`src/rtl/riscvvec_mem_arb_pkg.sv`:
```
// ============================================================================
// Module      : riscvvec_mem_arb_pkg
// Description : Shared constants and message-size helpers for the memory arbiter.
// Revision    : 1.0 - initial release
// ============================================================================
`default_nettype none

package riscvvec_mem_arb_pkg;

    localparam logic ARB_PORT_IMEM = 1'b0;
    localparam logic ARB_PORT_DMEM = 1'b1;

    // vc memory message layout: {type, addr, len, data} / {type, len, data}
    function automatic int unsigned vc_mem_req_msg_sz(input int unsigned addr_sz,
                                                      input int unsigned data_sz);
        return 1 + addr_sz + $clog2(data_sz / 8) + data_sz;
    endfunction

    function automatic int unsigned vc_mem_resp_msg_sz(input int unsigned data_sz);
        return 1 + $clog2(data_sz / 8) + data_sz;
    endfunction

endpackage

`default_nettype wire

```
`src/rtl/riscvvec_mem_arb_if.sv`:
```
// ============================================================================
// Module      : riscvvec_mem_arb_if
// Description : Bus bundle for both core-side ports and the shared memory port.
// Revision    : 1.0 - initial release
// ============================================================================
`default_nettype none

interface riscvvec_mem_arb_if
    import riscvvec_mem_arb_pkg::*;
#(
    parameter int unsigned p_addr_sz = 32,
    parameter int unsigned p_data_sz = 32
);
    localparam int unsigned c_req_w  = vc_mem_req_msg_sz(p_addr_sz, p_data_sz);
    localparam int unsigned c_resp_w = vc_mem_resp_msg_sz(p_data_sz);

    logic [c_req_w-1:0]  memreq0_msg;
    logic                memreq0_val;
    logic                memreq0_rdy;
    logic [c_resp_w-1:0] memresp0_msg;
    logic                memresp0_val;

    logic [c_req_w-1:0]  memreq1_msg;
    logic                memreq1_val;
    logic                memreq1_rdy;
    logic [c_resp_w-1:0] memresp1_msg;
    logic                memresp1_val;

    logic [c_req_w-1:0]  memreq_msg;
    logic                memreq_val;
    logic                memreq_rdy;
    logic [c_resp_w-1:0] memresp_msg;
    logic                memresp_val;
    logic                memresp_rdy;

    logic                err;

    // Arbiter view
    modport slave (
        input  memreq0_msg, memreq0_val, output memreq0_rdy,
        output memresp0_msg, memresp0_val,
        input  memreq1_msg, memreq1_val, output memreq1_rdy,
        output memresp1_msg, memresp1_val,
        output memreq_msg, memreq_val, input memreq_rdy,
        input  memresp_msg, memresp_val, output memresp_rdy,
        output err
    );

    // Core / memory environment view
    modport master (
        output memreq0_msg, memreq0_val, input memreq0_rdy,
        input  memresp0_msg, memresp0_val,
        output memreq1_msg, memreq1_val, input memreq1_rdy,
        input  memresp1_msg, memresp1_val,
        input  memreq_msg, memreq_val, output memreq_rdy,
        output memresp_msg, memresp_val, input memresp_rdy,
        input  err
    );

endinterface

`default_nettype wire

```
`src/rtl/riscvvec_mem_arb_idq.sv`:
```
// ============================================================================
// Module      : riscvvec_mem_arb_idq
// Description : In-order FIFO of 1-bit port IDs for outstanding memory requests.
// Revision    : 1.0 - initial release
// ============================================================================
`default_nettype none

module riscvvec_mem_arb_idq #(
    parameter int unsigned p_max_outstanding = 4
) (
    input  logic clk,
    input  logic reset,
    input  logic enq_val,
    input  logic enq_bits,
    input  logic deq_val,
    output logic deq_bits,
    output logic full,
    output logic empty
);
    localparam int unsigned c_ptr_w = $clog2(p_max_outstanding);
    localparam int unsigned c_cnt_w = c_ptr_w + 1;
    localparam logic [c_cnt_w-1:0] c_depth   = c_cnt_w'(p_max_outstanding);
    localparam logic [c_cnt_w-1:0] c_cnt_one = c_cnt_w'(1);
    localparam logic [c_ptr_w-1:0] c_ptr_one = c_ptr_w'(1);

    logic [p_max_outstanding-1:0] slots_q, slots_d;
    logic [c_ptr_w-1:0]           head_q, head_d;
    logic [c_ptr_w-1:0]           tail_q, tail_d;
    logic [c_cnt_w-1:0]           cnt_q, cnt_d;

    // Depth is a power of two, so pointers wrap by natural overflow
    always_comb begin
        slots_d = slots_q;
        head_d  = head_q;
        tail_d  = tail_q;
        cnt_d   = cnt_q;
        if (enq_val) begin
            slots_d[tail_q] = enq_bits;
            tail_d          = tail_q + c_ptr_one;
        end
        if (deq_val) begin
            head_d = head_q + c_ptr_one;
        end
        case ({enq_val, deq_val})
            2'b10:   cnt_d = cnt_q + c_cnt_one;
            2'b01:   cnt_d = cnt_q - c_cnt_one;
            default: cnt_d = cnt_q;
        endcase
    end

    always_ff @(posedge clk or posedge reset) begin
        if (reset) begin
            slots_q <= '0;
            head_q  <= '0;
            tail_q  <= '0;
            cnt_q   <= '0;
        end else begin
            slots_q <= slots_d;
            head_q  <= head_d;
            tail_q  <= tail_d;
            cnt_q   <= cnt_d;
        end
    end

    assign deq_bits = slots_q[head_q];
    assign full     = (cnt_q == c_depth);
    assign empty    = (cnt_q == '0);

endmodule

`default_nettype wire

```
`src/rtl/riscvvec_mem_arb.sv`:
```
// ============================================================================
// Module      : riscvvec_mem_arb
// Description : Round-robin 2:1 memory arbiter with in-order response steering.
//               Optional counters enabled by RISCVVEC_MEM_ARB_STATS_EN.
// Revision    : 1.0 - initial release
// ============================================================================
`default_nettype none

module riscvvec_mem_arb
    import riscvvec_mem_arb_pkg::*;
#(
    parameter int unsigned p_max_outstanding = 4
) (
    input  logic               clk,
    input  logic               reset,
    riscvvec_mem_arb_if.slave  bus
);
    logic prio_q, prio_d;
    logic err_q, err_d;
    logic w_any;
    logic w_gnt;
    logic w_full;
    logic w_empty;
    logic w_head;
    logic w_fire;
    logic w_pop;

    always_comb begin
        w_any = bus.memreq0_val | bus.memreq1_val;
        if (bus.memreq0_val && bus.memreq1_val) begin
            w_gnt = prio_q;
        end else if (bus.memreq1_val) begin
            w_gnt = ARB_PORT_DMEM;
        end else begin
            w_gnt = ARB_PORT_IMEM;
        end
    end

    // Full blocks issue regardless of a same-cycle pop, keeping memreq_val off the response path
    assign bus.memreq_val  = w_any & ~w_full & ~reset;
    assign bus.memreq_msg  = (w_gnt == ARB_PORT_DMEM) ? bus.memreq1_msg : bus.memreq0_msg;
    assign bus.memreq0_rdy = bus.memreq_val & bus.memreq_rdy & (w_gnt == ARB_PORT_IMEM);
    assign bus.memreq1_rdy = bus.memreq_val & bus.memreq_rdy & (w_gnt == ARB_PORT_DMEM);
    assign w_fire          = bus.memreq_val & bus.memreq_rdy;

    assign w_pop            = bus.memresp_val & ~w_empty & ~reset;
    assign bus.memresp0_val = w_pop & (w_head == ARB_PORT_IMEM);
    assign bus.memresp1_val = w_pop & (w_head == ARB_PORT_DMEM);
    assign bus.memresp0_msg = bus.memresp_msg;
    assign bus.memresp1_msg = bus.memresp_msg;
    assign bus.memresp_rdy  = ~reset;
    assign bus.err          = err_q;

    assign prio_d = w_fire ? ~w_gnt : prio_q;
    assign err_d  = err_q | (bus.memresp_val & w_empty);

    always_ff @(posedge clk or posedge reset) begin
        if (reset) begin
            prio_q <= ARB_PORT_IMEM;
            err_q  <= 1'b0;
        end else begin
            prio_q <= prio_d;
            err_q  <= err_d;
        end
    end

    riscvvec_mem_arb_idq #(
        .p_max_outstanding (p_max_outstanding)
    ) u_idq (
        .clk      (clk),
        .reset    (reset),
        .enq_val  (w_fire),
        .enq_bits (w_gnt),
        .deq_val  (w_pop),
        .deq_bits (w_head),
        .full     (w_full),
        .empty    (w_empty)
    );

`ifdef RISCVVEC_MEM_ARB_STATS_EN
    logic [31:0] num_grant0;
    logic [31:0] num_grant1;
    logic [31:0] num_conflict;

    always_ff @(posedge clk or posedge reset) begin
        if (reset) begin
            num_grant0   <= '0;
            num_grant1   <= '0;
            num_conflict <= '0;
        end else begin
            if (w_fire && (w_gnt == ARB_PORT_IMEM)) num_grant0 <= num_grant0 + 32'd1;
            if (w_fire && (w_gnt == ARB_PORT_DMEM)) num_grant1 <= num_grant1 + 32'd1;
            if (bus.memreq0_val && bus.memreq1_val) num_conflict <= num_conflict + 32'd1;
        end
    end
`endif

endmodule

`default_nettype wire

```
`src/flat_wrapper.sv`:
```
// flat-port wrapper written by rule: the top's interface ports become plain ports
module riscvvec_mem_arb_flat import riscvvec_mem_arb_pkg::*;
#(
    parameter int unsigned p_max_outstanding = 4
)
  (clk, reset, bus_memreq0_msg, bus_memreq0_val, bus_memreq0_rdy, bus_memresp0_msg, bus_memresp0_val, bus_memreq1_msg, bus_memreq1_val, bus_memreq1_rdy, bus_memresp1_msg, bus_memresp1_val, bus_memreq_msg, bus_memreq_val, bus_memreq_rdy, bus_memresp_msg, bus_memresp_val, bus_memresp_rdy, bus_err);
  riscvvec_mem_arb_if #(.p_addr_sz(32), .p_data_sz(32)) bus_i ();
  input  logic clk;
  input  logic reset;
  input wire logic [$bits(bus_i.memreq0_msg)-1:0] bus_memreq0_msg;
  input wire logic [$bits(bus_i.memreq0_val)-1:0] bus_memreq0_val;
  output wire logic [$bits(bus_i.memreq0_rdy)-1:0] bus_memreq0_rdy;
  output wire logic [$bits(bus_i.memresp0_msg)-1:0] bus_memresp0_msg;
  output wire logic [$bits(bus_i.memresp0_val)-1:0] bus_memresp0_val;
  input wire logic [$bits(bus_i.memreq1_msg)-1:0] bus_memreq1_msg;
  input wire logic [$bits(bus_i.memreq1_val)-1:0] bus_memreq1_val;
  output wire logic [$bits(bus_i.memreq1_rdy)-1:0] bus_memreq1_rdy;
  output wire logic [$bits(bus_i.memresp1_msg)-1:0] bus_memresp1_msg;
  output wire logic [$bits(bus_i.memresp1_val)-1:0] bus_memresp1_val;
  output wire logic [$bits(bus_i.memreq_msg)-1:0] bus_memreq_msg;
  output wire logic [$bits(bus_i.memreq_val)-1:0] bus_memreq_val;
  input wire logic [$bits(bus_i.memreq_rdy)-1:0] bus_memreq_rdy;
  input wire logic [$bits(bus_i.memresp_msg)-1:0] bus_memresp_msg;
  input wire logic [$bits(bus_i.memresp_val)-1:0] bus_memresp_val;
  output wire logic [$bits(bus_i.memresp_rdy)-1:0] bus_memresp_rdy;
  output wire logic [$bits(bus_i.err)-1:0] bus_err;
  assign bus_i.memreq0_msg = bus_memreq0_msg;
  assign bus_i.memreq0_val = bus_memreq0_val;
  assign bus_memreq0_rdy = bus_i.memreq0_rdy;
  assign bus_memresp0_msg = bus_i.memresp0_msg;
  assign bus_memresp0_val = bus_i.memresp0_val;
  assign bus_i.memreq1_msg = bus_memreq1_msg;
  assign bus_i.memreq1_val = bus_memreq1_val;
  assign bus_memreq1_rdy = bus_i.memreq1_rdy;
  assign bus_memresp1_msg = bus_i.memresp1_msg;
  assign bus_memresp1_val = bus_i.memresp1_val;
  assign bus_memreq_msg = bus_i.memreq_msg;
  assign bus_memreq_val = bus_i.memreq_val;
  assign bus_i.memreq_rdy = bus_memreq_rdy;
  assign bus_i.memresp_msg = bus_memresp_msg;
  assign bus_i.memresp_val = bus_memresp_val;
  assign bus_memresp_rdy = bus_i.memresp_rdy;
  assign bus_err = bus_i.err;
  riscvvec_mem_arb #(.p_max_outstanding(p_max_outstanding)) u_core (.clk(clk), .reset(reset), .bus(bus_i));
endmodule
```
`config.mk`:
```
export PLATFORM = sky130hd
export DESIGN_NAME = riscvvec_mem_arb_flat
export DESIGN_NICKNAME = d
export VERILOG_FILES = /design/src/rtl/riscvvec_mem_arb_pkg.sv /design/src/rtl/riscvvec_mem_arb_if.sv /design/src/rtl/riscvvec_mem_arb_idq.sv /design/src/rtl/riscvvec_mem_arb.sv /design/src/flat_wrapper.sv
export SDC_FILE = /design/constraint.sdc
export NUM_CORES = 1
export LEC_CHECK = 0
export CORE_AREA = 2 2 125 127
export CTS_CLUSTER_DIAMETER = 30
export DETAILED_ROUTE_END_ITERATION = 6
export DIE_AREA = 0 0 127 129
export PLACE_DENSITY_LB_ADDON = 0.25
export REMOVE_ABC_BUFFERS = 1
export SLEW_MARGIN = 20
export SYNTH_ARGS = -nofsm -noshare
export SYNTH_HDL_FRONTEND = slang
export SYNTH_HIERARCHICAL = 1
export SYNTH_SLANG_ARGS = --single-unit
```
`constraint.sdc`:
```
create_clock -name clk -period 2.5 [get_ports clk]
set_input_delay 0.5 -clock clk [delete_from_list [all_inputs] [get_ports clk]]
set_output_delay 0.5 -clock clk [all_outputs]
set_load 0.01 [all_outputs]
```
==> results.json <==
{
  "r2r_start": "u_core/u_idq/cnt_q[0]",
  "gp_congestion": 0.7791,
  "p_total_w": 0.002043,
  "antenna_found_initial": 0,
  "io_buffers": 213,
  "power_frac_clock_pct": 14.9,
  "grt_pass1_wl_mm": 15.87,
  "synthDistinctLibCells": 27,
  "cts-hold-fix-buffers": 0,
  "cp_slowest_cell": "mux2_2",
  "drt_iter0_markers": 52,
  "ir_worst_vdd_v": 0.0001949,
  "critical_path.startpoint": "bus_memreq0_val",
  "clockRootBuffer": "clkbuf_16",
  "cts_buffer_depth": 2,
  "crit_family": "buffers and inverters",
  "areaGrowthSynthToFinish_pct": 97.19,
  "antenna_left": 0,
  "grt_max_degree": 14,
  "arrival_ns": 1.94,
  "crit_fanout": 13,
  "ioPinCount": 319,
  "wirelength_mm": 11.65,
  "first_pass_iters": 4,
  "clkTransAtPathRegs_ns": 0.05,
  "final_hold_viol_count": 0,
  "overflow": 0,
  "drc": 0,
  "routedWlPerCell_um": 20.44,
  "maxCapViolCount": 0,
  "num_rows": 45,
  "maxSlewViolCount": 0,
  "min_period_ns": 2.438,
  "start_util_pct": 13.98,
  "switching_share_pct": 33.19,
  "p_switching_w": 0.0006782,
  "htree_num_levels": 1,
  "core_mm2": 0.01498,
  "n_antenna_cell": 0,
  "relSlewSlack_pct": 71.70,
  "avgSynthCellArea_um2": 9.921,
  "status": "complete, no violations",
  "tightest_slew_ns": 0.4240,
  "syn_area_mm2": 0.002093,
  "synthCells": 211,
  "viasPerCell": 3.795,
  "clock.fmax_mhz": 410.2,
  "cts_tree": "done",
  "cts_sinks": 13,
  "crit_required_ns": 2.00,
  "worstPathCellList": "clkdlybuf4s15_2, inv_2, o21ai_4, buf_12, buf_4, buf_8, mux2_2, dlygate4sd2_1",
  "yosysWarningCount": 6,
  "p_per_area_mw_per_mm2": 495.0,
  "fp.dieArea_mm2": 0.01638,
  "endpoint_kind": "primary output",
  "fin_cells": 570,
  "cts_buffers": 3,
  "fin_nets": 564,
  "ys_seq_area_share_pct": 15.54,
  "slowest_delay_ns": 0.36,
  "r2r-end": "u_core/u_idq/cnt_q[2]",
  "p_seq_share_pct": 20.0,
  "final_util_pct": 27.56,
  "setup_violations": 0,
  "intPower_w": 0.001365,
  "die_w_um": 127,
  "hold_path.class": "primary input to async pin",
  "fp.dieH_um": 129,
  "clk_latency_ns": 0.24,
  "p_comb_share_pct": 65.1,
  "rrSetupSlack_ns": 0.38,
  "grt_pass1_vias": 2362,
  "endpoint": "bus_memreq_msg[34]",
  "grt.total_usage_pct": 13.31,
  "crit_path_start_kind": "primary input",
  "place_inst": 557,
  "routed-via-count": 2163,
  "whs_ns": 0.4593,
  "crit_cells": 8,
  "fin_crit_sh_pct": 97.51,
  "reg2reg_depth": 12,
  "final_layout_size_suffix_gt1_share_pct": 35.08,
  "rsz0062_at_grt": "false",
  "p_leak_nw": 1.802,
  "dp.final_hpwl_mm": 10.39,
  "finClkSkew_ns": 0.004341,
  "synth_seq_cells": 13,
  "path_class": "primary input to primary output",
  "path_buf_inv": 6
}
## repair_timing
| item | in CTS | in global routing |
|---|---|---|
| gates resized for setup | 120 | 25 |
| cloned | 1 | 0 |
| buffers inserted | 7 | 2 |
| pin swaps | 1 | 1 |
| endpoints found under the setup margin | 71 | 35 |
| hold endpoints to repair | 0 | 0 |
## power by group through the flow
stage / Clock [W] / Combinational (W) / Sequential [W]
after floorplan: 0 / 0.000620 / 0.000390
after global placement: 0 / 0.00138 / 0.000403
after detailed placement: 0 / 0.00139 / 0.000412
after CTS: 0.000315 / 0.00139 / 0.000410
after global routing: 0.000321 / 0.00145 / 0.000425
final: 0.000304 / 0.00133 / 0.000409
## tightest hold or removal path, delay by kind of cell
kind	cells	cell delay (ns)
buffers and inverters	4	0.52
## per-layer routing
layer,vias to the layer above,GRT usage [%],wire length [µm]
li1,982,-,-
met1,957,14.36,4144
met2,212,18.53,4871
met3,10,13.22,2463
met4,2,1.875,114
met5,-,5.000,59
## logic make-up after synthesis
kind of cell,Yosys count,share of synthesized area [%]
fa+ha+maj,6,3.945
xor+xnor,6,2.510
flops,13,15.54
compound gates,6,2.272
simple gates,19,4.245
buf+inv,88,30.30
mux,73,41.18
## cell usage after synthesis
cell / instances / share of area [%]
a21oi_1: 1 / 0.24
mux2i_1: 1 / 0.48
a31oi_1: 1 / 0.30
mux2_4: 8 / 5.7
buf_6: 1 / 0.54
fa_1: 1 / 0.96
and3_1: 1 / 0.30
inv_2: 1 / 0.18
ha_1: 5 / 3.0
a21o_1: 1 / 0.36
a211oi_1: 1 / 0.36
nand2_1: 7 / 1.3
inv_1: 9 / 1.6
nor3b_1: 2 / 0.72
xor2_1: 4 / 1.7
o21ai_4: 1 / 0.78
buf_4: 76 / 27
mux4_2: 1 / 1.1
nor2_1: 5 / 0.90
and2_1: 1 / 0.30
buf_8: 1 / 0.72
mux2_2: 63 / 34
nor2b_1: 1 / 0.30
xnor2_1: 2 / 0.84
nor3_1: 2 / 0.48
dfrtp_1: 13 / 16
o21ai_0: 1 / 0.24
## through the flow
| step | TNS (ns) | worst slack (ns) | cell area (µm²) |
|---|---|---|---|
| CTS | -0.02696 | -0.005791 | 4227 |
| global route | 0 | 0.004195 | 4128 |
| finish | 0 | 0.06226 | 4128 |
| detailed placement | -25.72 | -0.4256 | 4074 |
| floorplan | -11.79 | -0.1869 | 1496 |
| global placement | -24.96 | -0.4132 | 4074 |
## registers in the layout, summed over array words and instances (netlist names)
register,count
u_core/u_idq/tail_q,2
u_core/prio_q,1
u_core/u_idq/head_q,2
u_core/u_idq/cnt_q,3
u_core/u_idq/slots_q,4
u_core/bus.err,1
## worst min-delay path by stage
stage	endpoint	slack [ns]	depth (start not counted)
floorplan	u_core/bus.err	0.28	1
global placement	u_core/bus.err	0.44	1
detailed placement	u_core/bus.err	0.47	1
CTS	u_core/bus.err	0.48	1
global route	u_core/bus.err	0.49	1
finish	u_core/prio_q	0.46	4
## area by class of cell
| type | count | area (µm²) |
|---|---|---|
| clock buffer | 4 | 78.83 |
| fill | 1636 | 10850 |
| inverter | 10 | 37.54 |
| multi-input combinational | 110 | 1139 |
| sequential | 13 | 326.6 |
| tap | 188 | 235.2 |
| timing repair buffer | 245 | 2311 |
## layout by cell type (no fill, tap or decap), drive strengths merged
master	count
inv	10
o21ai	2
xor2	4
nor3b	2
nor3	2
buf	43
a31oi	1
dlygate4sd2	44
ha	5
a211oi	1
xnor2	2
mux4	1
clkbuf	14
nor2	5
dlymetal6s2s	1
clkdlybuf4s15	6
nand2	7
mux2	71
bufbuf	1
clkdlybuf4s50	140
dfrtp	13
mux2i	1
fa	1
a21o	1
and2	1
and3	1
a21oi	1
nor2b	1
No activity file was read; power rests on OpenSTA's default activity.
